`config.mk`:
```
export PLATFORM = sky130hd
export DESIGN_NAME = id_stage
export DESIGN_NICKNAME = d
export VERILOG_FILES = /design/src/rtl/id_stage.sv
export SDC_FILE = /design/constraint.sdc
export NUM_CORES = 2
export LEC_CHECK = 0
export CORE_MARGIN = 2
export CORE_UTILIZATION = 48
export CTS_BUF_LIST = sky130_fd_sc_hd__clkbuf_4
export DETAILED_ROUTE_END_ITERATION = 16
export GPL_TIMING_DRIVEN = 0
export PLACE_DENSITY = 0.74
export SKIP_LAST_GASP = 1
export SYNTH_ARGS = -nofsm -noshare
export SYNTH_HDL_FRONTEND = slang
export SYNTH_SLANG_ARGS = --single-unit
export TNS_END_PERCENT = 1
```
`constraint.sdc`:
```
create_clock -name clk -period 5.94 [get_ports clk]
set_input_delay 0.891 -clock clk [delete_from_list [all_inputs] [get_ports clk]]
set_output_delay 0.891 -clock clk [all_outputs]
set_load 0.1 [all_outputs]
```
`src/rtl/id_stage.sv`:
```
// MIPS decode stage with 32x32 register file and ID/EX pipeline register.
// Load-use hazard detection is compiled in only when HAZARD_DETECT_EN is defined.
module id_stage #(
  parameter int REG_COUNT = 32,
  parameter int DATA_W    = 32
) (
  input  logic              clk,
  input  logic              reset,
  input  logic [31:0]       instr_in,
  input  logic [DATA_W-1:0] pc_in,
  input  logic              valid_in,
  input  logic              stall,
  input  logic              flush,
  input  logic              wb_en,
  input  logic [4:0]        wb_addr,
  input  logic [DATA_W-1:0] wb_data,
  output logic              stall_out,
  output logic [DATA_W-1:0] rs,
  output logic [DATA_W-1:0] rt,
  output logic [DATA_W-1:0] sign_ext,
  output logic [DATA_W-1:0] pc,
  output logic              ALUSrc,
  output logic [1:0]        ALUOp,
  output logic [5:0]        funct,
  output logic              branch,
  output logic              RegWrite,
  output logic              MemRead,
  output logic              MemWrite,
  output logic              MemtoReg,
  output logic [4:0]        rd_addr,
  output logic              valid_out
);

  localparam logic [5:0] OP_RTYPE = 6'b000000;
  localparam logic [5:0] OP_LW    = 6'b100011;
  localparam logic [5:0] OP_SW    = 6'b101011;
  localparam logic [5:0] OP_BEQ   = 6'b000100;
  localparam logic [5:0] OP_ADDI  = 6'b001000;

  logic [5:0] opcode;
  logic [4:0] rs_idx, rt_idx;
  assign opcode = instr_in[31:26];
  assign rs_idx = instr_in[25:21];
  assign rt_idx = instr_in[20:16];

  // Register file
  logic [DATA_W-1:0] rf_q [REG_COUNT];
  logic [DATA_W-1:0] rf_d [REG_COUNT];

  always_comb begin
    rf_d = rf_q;
    if (wb_en && wb_addr != 5'd0) rf_d[wb_addr] = wb_data;
  end

  always_ff @(posedge clk) begin
    if (reset) begin
      for (int i = 0; i < REG_COUNT; i++) rf_q[i] <= '0;
    end else begin
      rf_q <= rf_d;
    end
  end

  // Reads bypass a same-cycle writeback so EX never sees a stale operand.
  logic [DATA_W-1:0] rs_val, rt_val;
  always_comb begin
    rs_val = '0;
    rt_val = '0;
    if (rs_idx != 5'd0) rs_val = (wb_en && wb_addr == rs_idx) ? wb_data : rf_q[rs_idx];
    if (rt_idx != 5'd0) rt_val = (wb_en && wb_addr == rt_idx) ? wb_data : rf_q[rt_idx];
  end

  // Decode
  logic       dec_known, dec_reg_write, dec_mem_read, dec_mem_write, dec_mem_to_reg;
  logic       dec_alu_src, dec_branch;
  logic [1:0] dec_alu_op;
  logic [4:0] dec_rd_addr;

  always_comb begin
    dec_known      = 1'b1;
    dec_reg_write  = 1'b0;
    dec_mem_read   = 1'b0;
    dec_mem_write  = 1'b0;
    dec_mem_to_reg = 1'b0;
    dec_alu_src    = 1'b0;
    dec_branch     = 1'b0;
    dec_alu_op     = 2'b00;
    dec_rd_addr    = (opcode == OP_RTYPE) ? instr_in[15:11] : rt_idx;
    case (opcode)
      OP_RTYPE: begin dec_alu_op = 2'b10; dec_reg_write = 1'b1; end
      OP_LW: begin
        dec_alu_src = 1'b1; dec_mem_read = 1'b1; dec_mem_to_reg = 1'b1; dec_reg_write = 1'b1;
      end
      OP_SW:   begin dec_alu_src = 1'b1; dec_mem_write = 1'b1; end
      OP_BEQ:  begin dec_alu_op = 2'b01; dec_branch = 1'b1; end
      OP_ADDI: begin dec_alu_src = 1'b1; dec_reg_write = 1'b1; end
      default: dec_known = 1'b0;
    endcase
  end

  // ID/EX register
  logic              valid_q, valid_d;
  logic              reg_write_q, reg_write_d, mem_read_q, mem_read_d;
  logic              mem_write_q, mem_write_d, mem_to_reg_q, mem_to_reg_d;
  logic              alu_src_q, alu_src_d, branch_q, branch_d;
  logic [1:0]        alu_op_q, alu_op_d;
  logic [DATA_W-1:0] rs_q, rs_d, rt_q, rt_d, sign_ext_q, sign_ext_d, pc_q, pc_d;
  logic [5:0]        funct_q, funct_d;
  logic [4:0]        rd_addr_q, rd_addr_d;

  logic hazard;
`ifdef HAZARD_DETECT_EN
  logic uses_rt;
  assign uses_rt = (opcode == OP_RTYPE) || (opcode == OP_SW) || (opcode == OP_BEQ);
  assign hazard  = valid_q && mem_read_q && (rd_addr_q != 5'd0) &&
                   ((rd_addr_q == rs_idx) || (uses_rt && rd_addr_q == rt_idx));
`else
  assign hazard = 1'b0;
`endif

  assign stall_out = stall || (hazard && !flush);

  logic load_ctrl;
  assign load_ctrl = valid_in && dec_known && !flush && !hazard;

  always_comb begin
    valid_d      = valid_q;
    reg_write_d  = reg_write_q;
    mem_read_d   = mem_read_q;
    mem_write_d  = mem_write_q;
    mem_to_reg_d = mem_to_reg_q;
    alu_src_d    = alu_src_q;
    branch_d     = branch_q;
    alu_op_d     = alu_op_q;
    rs_d         = rs_q;
    rt_d         = rt_q;
    sign_ext_d   = sign_ext_q;
    pc_d         = pc_q;
    funct_d      = funct_q;
    rd_addr_d    = rd_addr_q;
    if (!stall) begin
      // Data fields follow instr_in even into a bubble; only control is squashed.
      rs_d         = rs_val;
      rt_d         = rt_val;
      sign_ext_d   = {{(DATA_W-16){instr_in[15]}}, instr_in[15:0]};
      pc_d         = pc_in;
      funct_d      = instr_in[5:0];
      rd_addr_d    = dec_rd_addr;
      valid_d      = load_ctrl;
      reg_write_d  = load_ctrl && dec_reg_write;
      mem_read_d   = load_ctrl && dec_mem_read;
      mem_write_d  = load_ctrl && dec_mem_write;
      mem_to_reg_d = load_ctrl && dec_mem_to_reg;
      alu_src_d    = load_ctrl && dec_alu_src;
      branch_d     = load_ctrl && dec_branch;
      alu_op_d     = load_ctrl ? dec_alu_op : 2'b00;
    end
  end

  always_ff @(posedge clk) begin
    if (reset) begin
      valid_q      <= 1'b0;
      reg_write_q  <= 1'b0;
      mem_read_q   <= 1'b0;
      mem_write_q  <= 1'b0;
      mem_to_reg_q <= 1'b0;
      alu_src_q    <= 1'b0;
      branch_q     <= 1'b0;
      alu_op_q     <= 2'b00;
      rs_q         <= '0;
      rt_q         <= '0;
      sign_ext_q   <= '0;
      pc_q         <= '0;
      funct_q      <= '0;
      rd_addr_q    <= '0;
    end else begin
      valid_q      <= valid_d;
      reg_write_q  <= reg_write_d;
      mem_read_q   <= mem_read_d;
      mem_write_q  <= mem_write_d;
      mem_to_reg_q <= mem_to_reg_d;
      alu_src_q    <= alu_src_d;
      branch_q     <= branch_d;
      alu_op_q     <= alu_op_d;
      rs_q         <= rs_d;
      rt_q         <= rt_d;
      sign_ext_q   <= sign_ext_d;
      pc_q         <= pc_d;
      funct_q      <= funct_d;
      rd_addr_q    <= rd_addr_d;
    end
  end

  assign valid_out = valid_q;
  assign RegWrite  = reg_write_q;
  assign MemRead   = mem_read_q;
  assign MemWrite  = mem_write_q;
  assign MemtoReg  = mem_to_reg_q;
  assign ALUSrc    = alu_src_q;
  assign branch    = branch_q;
  assign ALUOp     = alu_op_q;
  assign rs        = rs_q;
  assign rt        = rt_q;
  assign sign_ext  = sign_ext_q;
  assign pc        = pc_q;
  assign funct     = funct_q;
  assign rd_addr   = rd_addr_q;

endmodule
```
# [Word-level counts from Yosys, hierarchy flattened]
# Cells that the tools add are included.
[totals] in_bits=107 ff_bits=1155 output_inout_bits=149
[op_classes] eq_ne=6 n_reduce_logical=19 n_mux=22 bitwise_logic=3 n_lt_le_gt_ge=4
[ops] cell="1024-bit bitwise mux" n=1
[ops] cell="32-bit binary-select mux with 5-bit select" n=2
[ops] cell="32-bit two-way mux" n=9
[ops] cell="32-bit demux with 5-bit select" n=1
[ops] cell="6-bit >= comparator (second input constant)" n=3
[ops] cell="5-bit inverter with 6-bit output" n=3
[ops] cell="5-bit nonzero test" n=3
[ops] cell="6-bit == test (second input constant)" n=2
[ops] cell="1-bit logical AND" n=11
[ops] cell="5-bit == test" n=2
[ops] cell="6-bit by 3-bit == test with 1-bit output (second input constant)" n=1
[ops] cell="6-bit by 4-bit == test with 1-bit output (second input constant)" n=1
[ops] cell="6-bit zero test" n=1
[ops] cell="6-bit by 1-bit less-than comparator with 1-bit output (second input constant)" n=1
[ops] cell="1-bit two-way mux" n=6
[ops] cell="3-bit OR reduction" n=2
[ops] cell="5-bit two-way mux" n=1
[ops] cell="5-bit OR reduction" n=1
[ops] cell="2-bit one-hot mux with 2 select lines" n=1
[ops] cell="2-bit two-way mux" n=1
[ops] cell="1-bit zero test" n=1

# [Longest topological paths before layout]
[depth] depth_word=6 ltp_mapped=10 ltp_nobuf=5

# [Least setup slack after synthesis]
# Ideal clock, no wire load.
[synth_path] path_kind="input to register" startpoint="in instr_in[21]" endpoint="reg rs_q[21], in the netlist rs[21]" path_buffers=4 path_stages=8 slack_ns=3.233 arrival_ns=2.585 cell_sequence="buf_2 -> buf_6 -> buf_2 -> buf_2 -> mux4_2 -> o22ai_1 -> nor4_1 -> a221o_1"
[synth_via] elab_chain_cells=6
[synth_rtl] element="start: declaration" line_no="9" rtl="input logic [31:0] instr_in,"
[synth_rtl] element="5-bit inverter with 6-bit output (implied by the code)" line_no="68" rtl="if (rs_idx != 5'd0) rs_val = (wb_en && wb_addr == rs_idx) ? wb_data : rf_q[rs_idx];"
[synth_rtl] element="32-bit binary-select mux with 5-bit select" line_no="68"
[synth_rtl] element="32-bit two-way mux (implied by the code) (2 in a row)" line_no="68"
[synth_rtl] element="32-bit two-way mux" line_no="68"
[synth_rtl] element="32-bit two-way mux (*)" line_no="68"
[synth_rtl] element="end signal: assignment" line_no="184" rtl="rs_q <= rs_d;"
[synth_rtl] element="end: declaration" line_no="106" rtl="logic [DATA_W-1:0] rs_q, rs_d, rt_q, rt_d, sign_ext_q, sign_ext_d, pc_q, pc_d;"
# Every way passes the cells marked *; elsewhere a longest branch is shown, timed or not. The select of a mux whose other input is x is not followed.
# A chain may end at the register's enable or synchronous reset.

# [Worst setup path in the final report]
[layout_path] startpoint="in instr_in[18]" endpoint="reg rt_q[30], in the netlist rt[30]"
[layout_via] elab_chain_cells=6
[layout_rtl] element="5-bit inverter with 6-bit output (implied by the code)" line_no="69" rtl="if (rt_idx != 5'd0) rt_val = (wb_en && wb_addr == rt_idx) ? wb_data : rf_q[rt_idx];"
[layout_rtl] element="32-bit binary-select mux with 5-bit select" line_no="69"
[layout_rtl] element="32-bit two-way mux (implied by the code) (2 in a row)" line_no="69"
[layout_rtl] element="32-bit two-way mux" line_no="69"
[layout_rtl] element="32-bit two-way mux (*)" line_no="69"
[layout_rtl] element="end signal: assignment" line_no="185" rtl="rt_q <= rt_d;"
[layout_rtl] element="end: declaration" line_no="106"
# Marked as above.

==> results.yml <==
outcome:
  outcome: "finished, violations left"
  violations: "capacitance limit, slew limit"
clock_network:
  ctsResizeCount: 0
  postCtsSetupBuffers: 0
  cts_tree: "done"
  insertion_delay_ns: 1.23
  cts.clk_slew.worst_paths_ns: 0.06
  clockBufferDepth: 4
  cts_root_buf: "clkbuf_4"
  cts-htree-levels: 5
  numCtsBuffers: 321
  cts.sinks: 1149
floorplan:
  initial_core_util_pct: 48.5
  io-pin-count: 256
  die_y_um: 344
  die_w_um: 344
  row_count: 124
  fp.coreArea_um2: 115000
  design.die.area_um2: 119000
detailed_routing:
  routed_wl_mm: 233
  routed-via-count: 53000
  ant_nets: 0
  vias_per_cell: 6.34
  firstDrtPassIters: 8
  first_iter_violations: 7439
  wire_per_inst_um: 27.9
  drc: 0
logic_synthesis:
  synth_area_um2: 55600
  syn_nets: 6221
  ys_seq_elements: 1149
  avgSynthCellArea_um2: 9.09
  async_flop_share_pct: 0
  synth-edff-count: 0
  yosysWarnings: 0
  ys_types: 46
  yosysSeqAreaShare_pct: 41.4
  synth_flop_cell: "dfxtp_1"
  syn_inst: 6114
timing:
  finalClockSkew_ns: 0.0759
  hold_viol_final: 0
  fin_crit_sh_pct: 69.7
  relSlewSlack_pct: -3.69
  report.final.slew_viol_count: 22
  setup_violations: 0
  tns_ns: 0
  fin_crit_ns: 4.14
  fin_hold_ws_ns: 0.104
  fmaxAchievable_mhz: 241
  worstMarginPinSlew_ns: 1.56
  rsz0062_at_grt: "false"
finish:
  fin_cells: 8365
  final_core_util_pct: 55.3
  regArea_um2: 23000
  drive_gt1_share_pct: 17.8
  area_growth_pct: 14.2
  layout.nets: 6757
  final_cell_mix: "nand2_1, dfxtp_1, a21oi_1"
  layout_commonest_cell: "nand2_1"
  multi_input_area_um2: 29500
  fillers: 10400
placed_design:
  numPortBuffers: 212
  place_inst: 7838
  post-dp-hpwl_mm: 177
  globalplace.congestion: 1.07
worst_setup_path:
  startpoint: "instr_in[18]"
  end_kind: "register"
  regToRegStartpoint: "rf_q[990]"
  arrival_ns: 5.30
  crit_fanout: 10
  crit_required_ns: 7.10
  path_class: "in2reg"
  startpoint_type: "primary input"
power:
  p_int_mw: 12.1
  p_sw_share_pct: 29.7
  seqPwrFrac_pct: 46.0
  power_density_nw_per_um2: 271
  p_sw_mw: 5.10
  ir_worst_vdd_v: 0.000179
  total_power_mw: 17.2
  clkPwrFrac_pct: 42.1
  pwr-share-comb_pct: 11.9
  power_leakage_nw: 21.2
global_route:
  grt_pass1_vias: 50400
  grt_max_degree: 19
  grt_usage_pct: 38.2
  antenna_found_initial: 16
  grt_pass1_wl_mm: 330
  grt.overflow.total: 0
worst_hold_path:
  hp-class: "in2reg"
  hold_path.startpoint: "wb_data[3]"
flow_run:
  drv_cap: 2
[synth_stat cells (2+ instances only)]
| master | n | area (um^2) |
|---|---|---|
| nand3b_1 | 4 | 30.0 |
| mux4_2 | 503 | 11300 |
| a221o_1 | 65 | 651 |
| or3_1 | 2 | 12.5 |
| dfxtp_1 | 1149 | 23000 |
| mux2_2 | 22 | 248 |
| mux2i_1 | 136 | 1360 |
| a211oi_1 | 40 | 300 |
| inv_1 | 3 | 11.3 |
| clkbuf_2 | 28 | 140 |
| nor2b_1 | 38 | 238 |
| nor3b_1 | 3 | 22.5 |
| and2_1 | 27 | 169 |
| and3b_1 | 2 | 17.5 |
| or3b_2 | 6 | 52.6 |
| buf_6 | 10 | 113 |
| a32oi_1 | 2 | 17.5 |
| a2111oi_0 | 2 | 17.5 |
| or4_1 | 2 | 15.0 |
| nor3_1 | 2 | 10.0 |
| xnor2_1 | 6 | 52.6 |
| buf_2 | 100 | 500 |
| clkbuf_1 | 458 | 1720 |
| nand2b_1 | 2 | 12.5 |
| nor4b_1 | 2 | 17.5 |
| nor4_1 | 55 | 344 |
| nand3_1 | 5 | 25.0 |
| a22oi_1 | 55 | 413 |
| nand2_1 | 2025 | 7600 |
| and3_1 | 24 | 150 |
| a22o_1 | 32 | 280 |
| mux2_1 | 2 | 22.5 |
| a21oi_1 | 998 | 4990 |
| o22ai_1 | 104 | 651 |
| buf_4 | 60 | 450 |
| buf_1 | 25 | 93.8 |
| o21ai_0 | 4 | 20.0 |
| xor2_1 | 4 | 35.0 |
| nor2_1 | 98 | 368 |
| or2_2 | 3 | 18.8 |
[flip-flops by register name, indices dropped and copies added, names as in the netlist, 2 cells and up]
| signal | flops |
|---|---|
| rt | 32 |
| rd_addr | 5 |
| sign_ext | 16 |
| rs | 32 |
| rf_q | 1024 |
| pc | 32 |
| ALUOp | 2 |
[worst paths after layout]
kind / endpoint / slack [ns] / cells past startpoint
setup / recovery: rt[30] / 1.80 / 6
hold / removal: rf_q[3] / 0.10 / 3
setup reg to reg: rt[30] / 3.52 / 5
hold reg to reg: valid_out / 0.46 / 2
[logic make-up (layout without fill, tap and decap cells)]
group                     Yosys count  after routing  synth area share (%)
buffers and inverters             684           1420                  5.45
muxes                             663            663                  23.3
DFF                              1149           1149                  41.4
xor gates and xnor gates           10             10                 0.158
other                               0              3                     0
AOI/OAI and AO/OA                1305           1305                  13.3
and+or+nand+nor                  2303           2303                  16.4
[power by group through the flow]
stage	clock network, mW	registers (mW)	logic [mW]
final	7.23	7.89	2.04
after floorplan	0	8.36	0.941
after global placement	0	8.05	1.95
after detailed placement	0	8.06	1.97
after global routing	7.63	7.89	2.07
after CTS	7.20	7.89	1.97
[metrics by stage]
| stage | cell area (um^2) | worst slack [ns] |
|---|---|---|
| 6_report | 63400 | 1.80 |
| 5_1_grt | 63400 | 1.72 |
| 4_1_cts | 63400 | 1.77 |
| 3_5_place_dp | 59600 | 0.995 |
| 3_3_place_gp | 59600 | 0.839 |
| 2_1_floorplan | 55600 | 3.23 |
[worst max-delay path: stages]
cell	delay, ns
clkdlybuf4s50_1	0.83
clkbuf_1	1.13
clkbuf_1	1.00
a2111oi_0	0.16
a2111oi_0	1.07
a221o_1	0.21
[layer usage]
layer  wire length [um]  GRT usage (%)  share of wire, %
met2             101000           57.4                43
met4              16500           24.5               7.1
met3              34100           14.0                15
met5                140          0.481             0.060
met1              81300           46.4                35
[cell type report]
class / instances / share of cell area, %
clock inverter: 60 / 0.554
buffer: 681 / 4.76
tap: 1512 / 2.98
antenna: 3 / 0.0118
sequential: 1149 / 36.3
inverter: 3 / 0.0178
clock buffer: 463 / 5.48
multi-input combinational: 4281 / 46.6
timing repair buffer: 213 / 3.36
[timing repair]
| action | 4_1_cts | 5_1_grt |
|---|---|---|
| hold endpoints to repair | 1 | 0 |
| hold buffers | 1 | 0 |
| endpoints found under the setup margin | 0 | 0 |
Note: power is estimated with default switching activity, not from simulation.
